### config.mk
export PLATFORM = sky130hd
export DESIGN_NAME = div_dispatch
export DESIGN_NICKNAME = d
export VERILOG_FILES = /design/src/rtl/div_pkg.sv /design/src/rtl/div_req_fifo.sv /design/src/rtl/div_dispatch.sv
export SDC_FILE = /design/constraint.sdc
export NUM_CORES = 1
export LEC_CHECK = 0
export ABC_AREA = 1
export ABC_CLOCK_PERIOD_IN_PS = 6900
export BUFFER_PORTS_ARGS = -buffer_cell sky130_fd_sc_hd__buf_2
export CAP_MARGIN = 20
export CORE_UTILIZATION = 45
export CTS_BUF_LIST = sky130_fd_sc_hd__clkbuf_8
export CTS_CLUSTER_DIAMETER = 200
export DETAILED_ROUTE_END_ITERATION = 10
export PLACE_DENSITY = 0.65
export SYNTH_ARGS = -nofsm -noshare
export SYNTH_HDL_FRONTEND = slang
export SYNTH_SLANG_ARGS = --single-unit
### constraint.sdc
create_clock -name clk -period 6.9 [get_ports clk]
set_input_delay 1.38 -clock clk [delete_from_list [all_inputs] [get_ports clk]]
set_output_delay 1.38 -clock clk [all_outputs]
set_load 0.02 [all_outputs]
### src/rtl/div_pkg.sv
// ---------------------------------------------------------------------------
// div_pkg
// Shared types and defaults for the divider request dispatcher.
//   dispatch_state_t : dispatcher FSM states
//   div_result_t     : one result record {q, ovf, dvz, tout}
//   DIV_OP_W / DIV_Q_W / DIV_TIMEOUT : default operand width, quotient width
//                                      and launch-to-valid cycle limit
// ---------------------------------------------------------------------------
package div_pkg;

  localparam int unsigned DIV_OP_W    = 16;
  localparam int unsigned DIV_Q_W     = 16;
  localparam int unsigned DIV_TIMEOUT = 64;

  typedef enum logic [2:0] {
    IDLE,
    LAUNCH,
    HOLD,
    WAIT,
    EMIT,
    RECOVER
  } dispatch_state_t;

  // The quotient field is sized by DIV_Q_W, so a dispatcher instance must
  // keep Q_W equal to DIV_Q_W.
  typedef struct packed {
    logic [DIV_Q_W-1:0] q;
    logic               ovf;
    logic               dvz;
    logic               tout;
  } div_result_t;

  // Result records for the two locally resolved outcomes.
  localparam div_result_t RESULT_DVZ  = '{q: '0, ovf: 1'b0, dvz: 1'b1, tout: 1'b0};
  localparam div_result_t RESULT_TOUT = '{q: '0, ovf: 1'b0, dvz: 1'b0, tout: 1'b1};

endpackage

### src/rtl/div_req_fifo.sv
// ---------------------------------------------------------------------------
// div_req_fifo
// Synchronous request FIFO holding {a, b} operand pairs.
//   clk, rst_n    : clock, asynchronous active-low reset (empties the FIFO)
//   push_i        : write wdata_i (ignored when full)
//   pop_i         : discard the head entry (ignored when empty)
//   wdata_i       : payload in
//   rdata_o       : head entry (valid when empty_o is low)
//   full_o/empty_o: occupancy flags
// Pointers carry one extra wrap bit so full and empty are distinguishable.
// ---------------------------------------------------------------------------
module div_req_fifo #(
  parameter int unsigned W     = 32,
  parameter int unsigned DEPTH = 4
) (
  input  logic         clk,
  input  logic         rst_n,
  input  logic         push_i,
  input  logic         pop_i,
  input  logic [W-1:0] wdata_i,
  output logic [W-1:0] rdata_o,
  output logic         full_o,
  output logic         empty_o
);

  localparam int unsigned AW = $clog2(DEPTH);
  localparam logic [AW:0] PTR_ONE = (AW + 1)'(1);

  logic [AW:0]  wr_ptr_q;
  logic [AW:0]  rd_ptr_q;
  logic [W-1:0] mem_q [DEPTH];
  logic         do_push;
  logic         do_pop;

  assign empty_o = (wr_ptr_q == rd_ptr_q);
  assign full_o  = (wr_ptr_q[AW] != rd_ptr_q[AW]) &&
                   (wr_ptr_q[AW-1:0] == rd_ptr_q[AW-1:0]);
  assign do_push = push_i && !full_o;
  assign do_pop  = pop_i && !empty_o;
  assign rdata_o = mem_q[rd_ptr_q[AW-1:0]];

  // NOTE: sequential state is assigned with <= so every flop samples the
  // pre-edge values of its inputs, independent of block ordering.
  always_ff @(posedge clk or negedge rst_n) begin
    if (!rst_n) begin
      wr_ptr_q <= '0;
      rd_ptr_q <= '0;
    end else begin
      if (do_push) wr_ptr_q <= wr_ptr_q + PTR_ONE;
      if (do_pop)  rd_ptr_q <= rd_ptr_q + PTR_ONE;
    end
  end

  // NOTE: storage has no reset; an entry is only read after it was written,
  // and emptiness is tracked by the pointers alone.
  always_ff @(posedge clk) begin
    if (do_push) mem_q[wr_ptr_q[AW-1:0]] <= wdata_i;
  end

endmodule

### src/rtl/div_dispatch.sv
// ---------------------------------------------------------------------------
// div_dispatch
// Request sequencer in front of the fixed-point divider. Queues operand
// pairs, launches one division at a time, resolves divide-by-zero locally,
// recovers a hung divider via its synchronous clear, and returns results.
//   clk, rst_n                : clock, asynchronous active-low reset
//   in_valid/in_ready         : request handshake, operands in_a / in_b
//   out_valid/out_ready       : result handshake
//   out_q, out_ovf, out_dvz, out_tout : quotient and exclusive status flags
//   div_start, div_sclr       : start pulse and synchronous clear to divider
//   div_a, div_b              : operands to divider (stable LAUNCH..WAIT)
//   div_busy, div_valid, div_ovf, div_q : divider status and result
// ---------------------------------------------------------------------------
module div_dispatch
  import div_pkg::*;
#(
  parameter int unsigned OP_W    = DIV_OP_W,
  parameter int unsigned Q_W     = DIV_Q_W,
  parameter int unsigned DEPTH   = 4,
  parameter int unsigned TIMEOUT = DIV_TIMEOUT
) (
  input  logic            clk,
  input  logic            rst_n,
  input  logic            in_valid,
  output logic            in_ready,
  input  logic [OP_W-1:0] in_a,
  input  logic [OP_W-1:0] in_b,
  output logic            out_valid,
  input  logic            out_ready,
  output logic [Q_W-1:0]  out_q,
  output logic            out_ovf,
  output logic            out_dvz,
  output logic            out_tout,
  output logic            div_start,
  output logic            div_sclr,
  output logic [OP_W-1:0] div_a,
  output logic [OP_W-1:0] div_b,
  input  logic            div_busy,
  input  logic            div_valid,
  input  logic            div_ovf,
  input  logic [Q_W-1:0]  div_q
);

  localparam int unsigned WD_W = $clog2(TIMEOUT + 1);
  localparam logic [WD_W-1:0] WD_ONE  = WD_W'(1);
  localparam logic [WD_W-1:0] WD_LAST = WD_W'(TIMEOUT - 1);

  // ---------------- request FIFO ----------------
  logic              fifo_full;
  logic              fifo_empty;
  logic              fifo_pop;
  logic [2*OP_W-1:0] fifo_rdata;
  logic [OP_W-1:0]   head_a;
  logic [OP_W-1:0]   head_b;

  assign in_ready = !fifo_full;
  assign head_a   = fifo_rdata[2*OP_W-1:OP_W];
  assign head_b   = fifo_rdata[OP_W-1:0];

  div_req_fifo #(
    .W     (2 * OP_W),
    .DEPTH (DEPTH)
  ) u_fifo (
    .clk     (clk),
    .rst_n   (rst_n),
    .push_i  (in_valid && in_ready),
    .pop_i   (fifo_pop),
    .wdata_i ({in_a, in_b}),
    .rdata_o (fifo_rdata),
    .full_o  (fifo_full),
    .empty_o (fifo_empty)
  );

  // ---------------- state ----------------
  dispatch_state_t state_q, state_d;
  logic [OP_W-1:0] a_q, a_d;
  logic [OP_W-1:0] b_q, b_d;
  div_result_t     res_q, res_d;
  logic [WD_W-1:0] wdog_q, wdog_d;
  logic            div_start_q;
  logic            div_sclr_q;
  logic            out_valid_q;

  // The watchdog runs off the FSM alone, so a divider that drops busy but
  // never raises valid is still caught; busy carries no extra information.
  logic unused_div_busy;
  assign unused_div_busy = div_busy;

  // NOTE: every signal written here gets a default first, so no path can
  // leave one unassigned and infer a latch.
  always_comb begin
    state_d  = state_q;
    a_d      = a_q;
    b_d      = b_q;
    res_d    = res_q;
    wdog_d   = wdog_q;
    fifo_pop = 1'b0;

    unique case (state_q)
      IDLE: begin
        if (!fifo_empty) begin
          fifo_pop = 1'b1;
          if (head_b == '0) begin
            res_d   = RESULT_DVZ;
            state_d = EMIT;
          end else begin
            a_d     = head_a;
            b_d     = head_b;
            state_d = LAUNCH;
          end
        end
      end

      LAUNCH: begin
        wdog_d  = '0;
        state_d = HOLD;
      end

      // The divider loads div_a/div_b on the edge leaving this state.
      HOLD: begin
        wdog_d  = wdog_q + WD_ONE;
        state_d = WAIT;
      end

      // In WAIT cycle k after launch the counter holds k-1, so the last
      // accepted div_valid is exactly TIMEOUT cycles after the start pulse.
      WAIT: begin
        wdog_d = wdog_q + WD_ONE;
        if (div_valid) begin
          res_d   = '{q: div_q, ovf: div_ovf, dvz: 1'b0, tout: 1'b0};
          state_d = EMIT;
        end else if (wdog_q == WD_LAST) begin
          state_d = RECOVER;
        end
      end

      RECOVER: begin
        res_d   = RESULT_TOUT;
        state_d = EMIT;
      end

      EMIT: begin
        if (out_ready) state_d = IDLE;
      end

      default: state_d = IDLE;
    endcase
  end

  // Strobe outputs are decoded from the next state so they leave flops and
  // line up with the cycle spent in the corresponding state.
  always_ff @(posedge clk or negedge rst_n) begin
    if (!rst_n) begin
      state_q     <= IDLE;
      a_q         <= '0;
      b_q         <= '0;
      res_q       <= '0;
      wdog_q      <= '0;
      div_start_q <= 1'b0;
      div_sclr_q  <= 1'b0;
      out_valid_q <= 1'b0;
    end else begin
      state_q     <= state_d;
      a_q         <= a_d;
      b_q         <= b_d;
      res_q       <= res_d;
      wdog_q      <= wdog_d;
      div_start_q <= (state_d == LAUNCH);
      div_sclr_q  <= (state_d == RECOVER);
      out_valid_q <= (state_d == EMIT);
    end
  end

  assign div_start = div_start_q;
  assign div_sclr  = div_sclr_q;
  assign div_a     = a_q;
  assign div_b     = b_q;
  assign out_valid = out_valid_q;
  assign out_q     = res_q.q;
  assign out_ovf   = res_q.ovf;
  assign out_dvz   = res_q.dvz;
  assign out_tout  = res_q.tout;

endmodule
# Word level (Yosys, flattened, before mapping)
# Memories as Yosys holds them, arrays and structs flattened.
# Index checks and enable logic that the tools add are counted.
# Widths: inputs -> output; s select.
totals:
  n_memories: 1
  mem_bits_rw: 128
  inputBits: 55
  out_inout_bits: 55
  ff_bits: 70
  elab_cells: 62
memory_table:
  columns: ["name", "words", "width", "read_ports", "rd_ports_with_merged_regs", "wr", "line_no", "source"]
  rows:
  - ["u_fifo.mem_q", 4, 32, 1, 0, 1, "div_req_fifo.sv:31", "logic [W-1:0] mem_q [DEPTH];"]
classes:
  addsub: 3
  eq_ne: 15
  n_mux: 15
  n_reduce_logical: 13
  bitwise: 2
op_table:
  columns: ["op", "count"]
  rows:
  - ["$mux 19", 3]
  - ["$pmux 19 s3", 1]
  - ["$pmux 3 s6", 1]
  - ["$logic_not 16->1", 1]
  - ["$mux 3", 5]
  - ["$pmux 7 s2", 1]
  - ["$eq 3x3->1 const B", 4]
  - ["$add 7x1->7 const B", 1]
  - ["$eq 7x6->1 const B", 1]
  - ["$add 3x1->3 const B", 2]
  - ["$eq 3x1->1 const B", 2]
  - ["$eq 3x2->1 const B", 2]
  - ["$ne 2x2->1 const B", 3]
  - ["$logic_and 1x1->1", 4]
  - ["$mux 1", 4]
  - ["$reduce_and 4->1", 1]
  - ["$eq 3x3->1", 1]
  - ["$logic_not 3->1", 1]
  - ["$reduce_and 3->1", 1]
  - ["$reduce_bool 3->1", 1]
  - ["$eq 2x2->1", 1]
  - ["$logic_not 1->1", 2]
  - ["$not 1->1", 2]
  - ["$reduce_bool 2->1", 1]
  - ["2 further kinds", 2]

# Depth between registers and ports, before layout
logic_depth:
  word_depth: 7
  depth_mapped: 16
  mapped_depth_nobuf: 13

# Cells and area by module
# Synthesis repeated with hierarchy kept, for this count alone.
unflattened:
  cells_unflattened: 723
  hier_area_um2: 8129.0
modules_own_cells:
  columns: ["mod", "area_each_um2", "instances", "cells_each", "seq_area_each_um2"]
  rows:
  - ["div_req_fifo", 5171.2, 1, 370, 3993.8]
  - ["div_dispatch", 2957.8, 1, 353, 1601.5]

# Worst setup path after synthesis
# Ideal clock, no wire load.
synth_path:
  path_type: "input to register"
  startpoint: "in in_valid"
  endpoint: "mem u_fifo.mem_q[3][0], enable pin"
  slack_ns: 3.522
  arrival_ns: 2.955
  required_ns: 6.476
  path_buffers: 0
  cell_stages: 2
  setup_ns: 0.424
  path_cell_list: "nand2_1 nor2_1"
synth_between:
  elab_chain_cells: 4
synth_rtl:
  columns: ["element", "line_no", "source"]
  rows:
  - ["from (decl)", "div_dispatch.sv:24", "input logic in_valid,"]
  - ["$logic_and 1x1->1", "div_dispatch.sv:66", ".push_i (in_valid && in_ready),"]
  - ["$logic_and 1x1->1", "div_req_fifo.sv:38", "assign do_push = push_i && !full_o;"]
  - ["$mux 1", "div_req_fifo.sv:57", "if (do_push) mem_q[wr_ptr_q[AW-1:0]] <= wdata_i;"]
  - ["$mux 1 (not written as such)", "div_req_fifo.sv:57", null]
  - ["to (decl)", "div_req_fifo.sv:31", null]
# No other way between the ends.

# Final worst setup path
layout_path:
  startpoint: "reg u_fifo.rd_ptr_q[0]"
  endpoint: "out in_ready"
layout_between:
  elab_chain_cells: 3
layout_rtl:
  columns: ["element", "line_no", "source"]
  rows:
  - ["from (decl)", "div_req_fifo.sv:30", "logic [AW:0] rd_ptr_q;"]
  - ["from (signal assigned)", "div_req_fifo.sv:50", "if (do_pop) rd_ptr_q <= rd_ptr_q + PTR_ONE;"]
  - ["$eq 2x2->1", "div_req_fifo.sv:37", "(wr_ptr_q[AW-1:0] == rd_ptr_q[AW-1:0]);"]
  - ["$logic_and 1x1->1", "div_req_fifo.sv:36", "assign full_o = (wr_ptr_q[AW] != rd_ptr_q[AW]) &&"]
  - ["$logic_not 1->1", "div_dispatch.sv:56", "assign in_ready = !fifo_full;"]
  - ["to (decl)", "div_dispatch.sv:25", "output logic in_ready,"]
# No other way between the ends.

==> qor.csv <==
metric;value;unit
status;completed;
Num CTS Buffers;17;
syn_area_per_cell;11.1;um2
Layout Cells excl Fill;1050;
Starting Density;45.8;%
FF+latch count, synth;198;
min Tclk post-route;3980;ps
Worst Path Max Fanout;67;
placer congestion estimate;0.780;
Worst Skew;15.2;ps
setup slack at placement;2860;ps
# diodes;0;
Final nets;873;
CP endpoint kind;primary output;
Clock Latency Late Sink;460;ps
Detail Route Antenna Nets;0;
reg2reg path depth;15;
Yosys cell types;30;
share of the synthesized area in the top cell type;48.7;%
synth-to-layout area growth;15.7;%
Final WS setup;2920;ps
RR Endpoint;div_a[1];
Critical Path RT;5520;ps
die span in y;134;um
setup TNS;0;ps
port bufs;108;
Reg2Reg Launch Point;u_fifo.rd_ptr_q[0];
sequential fraction of the synthesis area;70.9;%
worst-case clock buffer depth;2;
via count;5177;
Fillers;1510;
CP startpoint;u_fifo.rd_ptr_q[0];
WL per Instance;14.8;um
CTS Hold Bufs;0;
most common cell after layout, fill and taps aside;nand2_1;
row count;48;
ratio of cells with drive above 1 in the final layout;19.5;%
period utilisation layout;57.7;%
post-placement cell area;0.00862;mm2
RSZ-0062 raised after global routing;no;
CP arrival;2600;ps
yosys warns;0;
# IOs;110;
CP dominant cell by count;nand2_1;
Hold WC Path Type;reg -> reg;
Clock transition at path regs;100;ps
max-slew violation count;0;
actual transition at the worst max-transition pin;932;ps
die width;134;um
Worst Hold Launch;out_q[11];
DP HPWL;8920;um
Root Buffer;clkbuf_8;
drt initial violations;247;
Lkg Pwr;4.00;nW
Max-Cap Viols;0;
Fmax;0.251;GHz
Mapped Cells;709;
PD cells;453;mW/mm2
DRT Pass-1 Iters;5;
Final Setup Violations;0;
placed cells;1014;
drt drc;0;
largest net degree at the start of global routing;71;
CP max stage delay;510;ps
first-pass GRT wire length;24600;um
Sink Count;198;
peak supply drop;0.212;mV
Hold Fails Final Rpt;0;
Post-CTS Setup Bufs;0;
post-cts gate resize count;0;
die area;0.0181;mm2
Mapped Nets;770;
DR vias/cell;4.93;
startpoint types;flip-flop;
Setup CP Type;reg -> out;
max_slew headroom;37.9;%
R2R Setup Slk;2990;ps
initial antenna violation count;1;
GRT Total Usage;17.9;%
CTS tree;built;
vias in the first global route;4817;
WL final;15600;um
fin area;0.00914;mm2
CP max-delay cell;inv_2;
dominant cells by area after synthesis;edfxtp_1, dfrtp_1, nand2_1;
Post-Syn Area;0.00790;mm2
Core Area;0.0172;mm2
Critical Path Sink;in_ready;
Max H-tree Level;4;
commonest non-fill, non-tap cells in the layout;nand2_1, edfxtp_1, buf_2, dfrtp_1, nor2_1;
total grt overflow;0;
dominant cell type by area after synthesis;edfxtp_1;
CP cell instances;buf_4, inv_2, buf_12, nand2_1, a21oi_1, nand2_1, buf_2;
==> synthesized netlist by cell type (all sizes together) <==
cell and n:
nand2 217, edfxtp 128, dfrtp 70, nor2 66, o21ai 53, nand3 52
inv 44, o22ai 19, buf 18, clkbuf 13, ha 6, xor2 6
a21oi 5, nor3 3, a21boi 1, a22o 1, a32o 1, clkinv 1
nand4 1, o21a 1, o32ai 1, or2 1, xnor2 1
==> flip-flops by register name (all words and copies together) (netlist names) <==
register	flops
u_fifo.mem_q	128
div_a	16
div_b	16
out_q	16
wdog_q	7
state_q	3
u_fifo.rd_ptr_q	3
u_fifo.wr_ptr_q	3
div_sclr	1
div_start	1
out_dvz	1
out_ovf	1
out_tout	1
out_valid	1
==> area by class of cell <==
| class | instances | area, um2 | share of cell area (%) |
|---|---|---|---|
| Clock buffer | 17 | 234 | 2.56 |
| Clock inverter | 15 | 178 | 1.94 |
| Inverter | 45 | 169 | 1.85 |
| Multi-Input combinational cell | 435 | 1990 | 21.8 |
| Sequential cell | 198 | 5600 | 61.3 |
| Tap cell | 225 | 282 | 3.08 |
| Timing Repair Buffer | 115 | 688 | 7.53 |
==> per-stage QoR <==
step                power (mW)  hold slack (ps)  util [%]
CTS                       4.15              480      52.4
global placement          3.35              449      49.9
floorplan                 2.92              460         -
detailed placement        3.38              458      50.0
global route              4.44              500      53.0
finish                    4.14              476      53.0
==> routing by layer <==
layer / GRT usage (%) / part of all wire, %
met1: 23.2 / 46
met5: 0 / 0.083
met2: 29.4 / 47
met3: 4.69 / 5.0
met4: 6.24 / 1.5
==> how the worst min path moves through the flow <==
stage | endpoint | depth (start not counted) | slack [ps]
floorplan | u_fifo.wr_ptr_q[2] | 1 | 460
global placement | out_q[8] | 2 | 450
detailed placement | out_tout | 2 | 460
CTS | out_q[11] | 2 | 480
global route | out_q[11] | 2 | 500
finish | out_q[11] | 2 | 480
==> cells by family (layout without fill, tap and decap cells) <==
| kind of cell | after synthesis | in the layout | share of synthesized area (%) |
|---|---|---|---|
| AOI/OAI and AO/OA | 82 | 82 | 5.72 |
| xor gates and xnor gates | 7 | 7 | 0.776 |
| adders and majority gates | 6 | 6 | 0.951 |
| buffers and inverters | 76 | 192 | 4.34 |
| DFF | 198 | 198 | 70.9 |
| and+or+nand+nor | 340 | 340 | 17.4 |
==> power breakdown <==
| group | leakage (nW) | internal (mW) | switching, mW |
|---|---|---|---|
| logic | 1.73 | 0.483 | 1.13 |
| registers | 2.06 | 1.63 | 0.126 |
| clock network | 0.198 | 0.360 | 0.404 |
==> critical path, delay by kind of cell, from the launching register on <==
| kind | cells | cell delay [ps] |
|---|---|---|
| buf+inv | 4 | 1300 |
| flops | 1 | 400 |
| compound gates | 1 | 220 |
| simple gates | 2 | 190 |
Power figures use the tool's default switching activity.
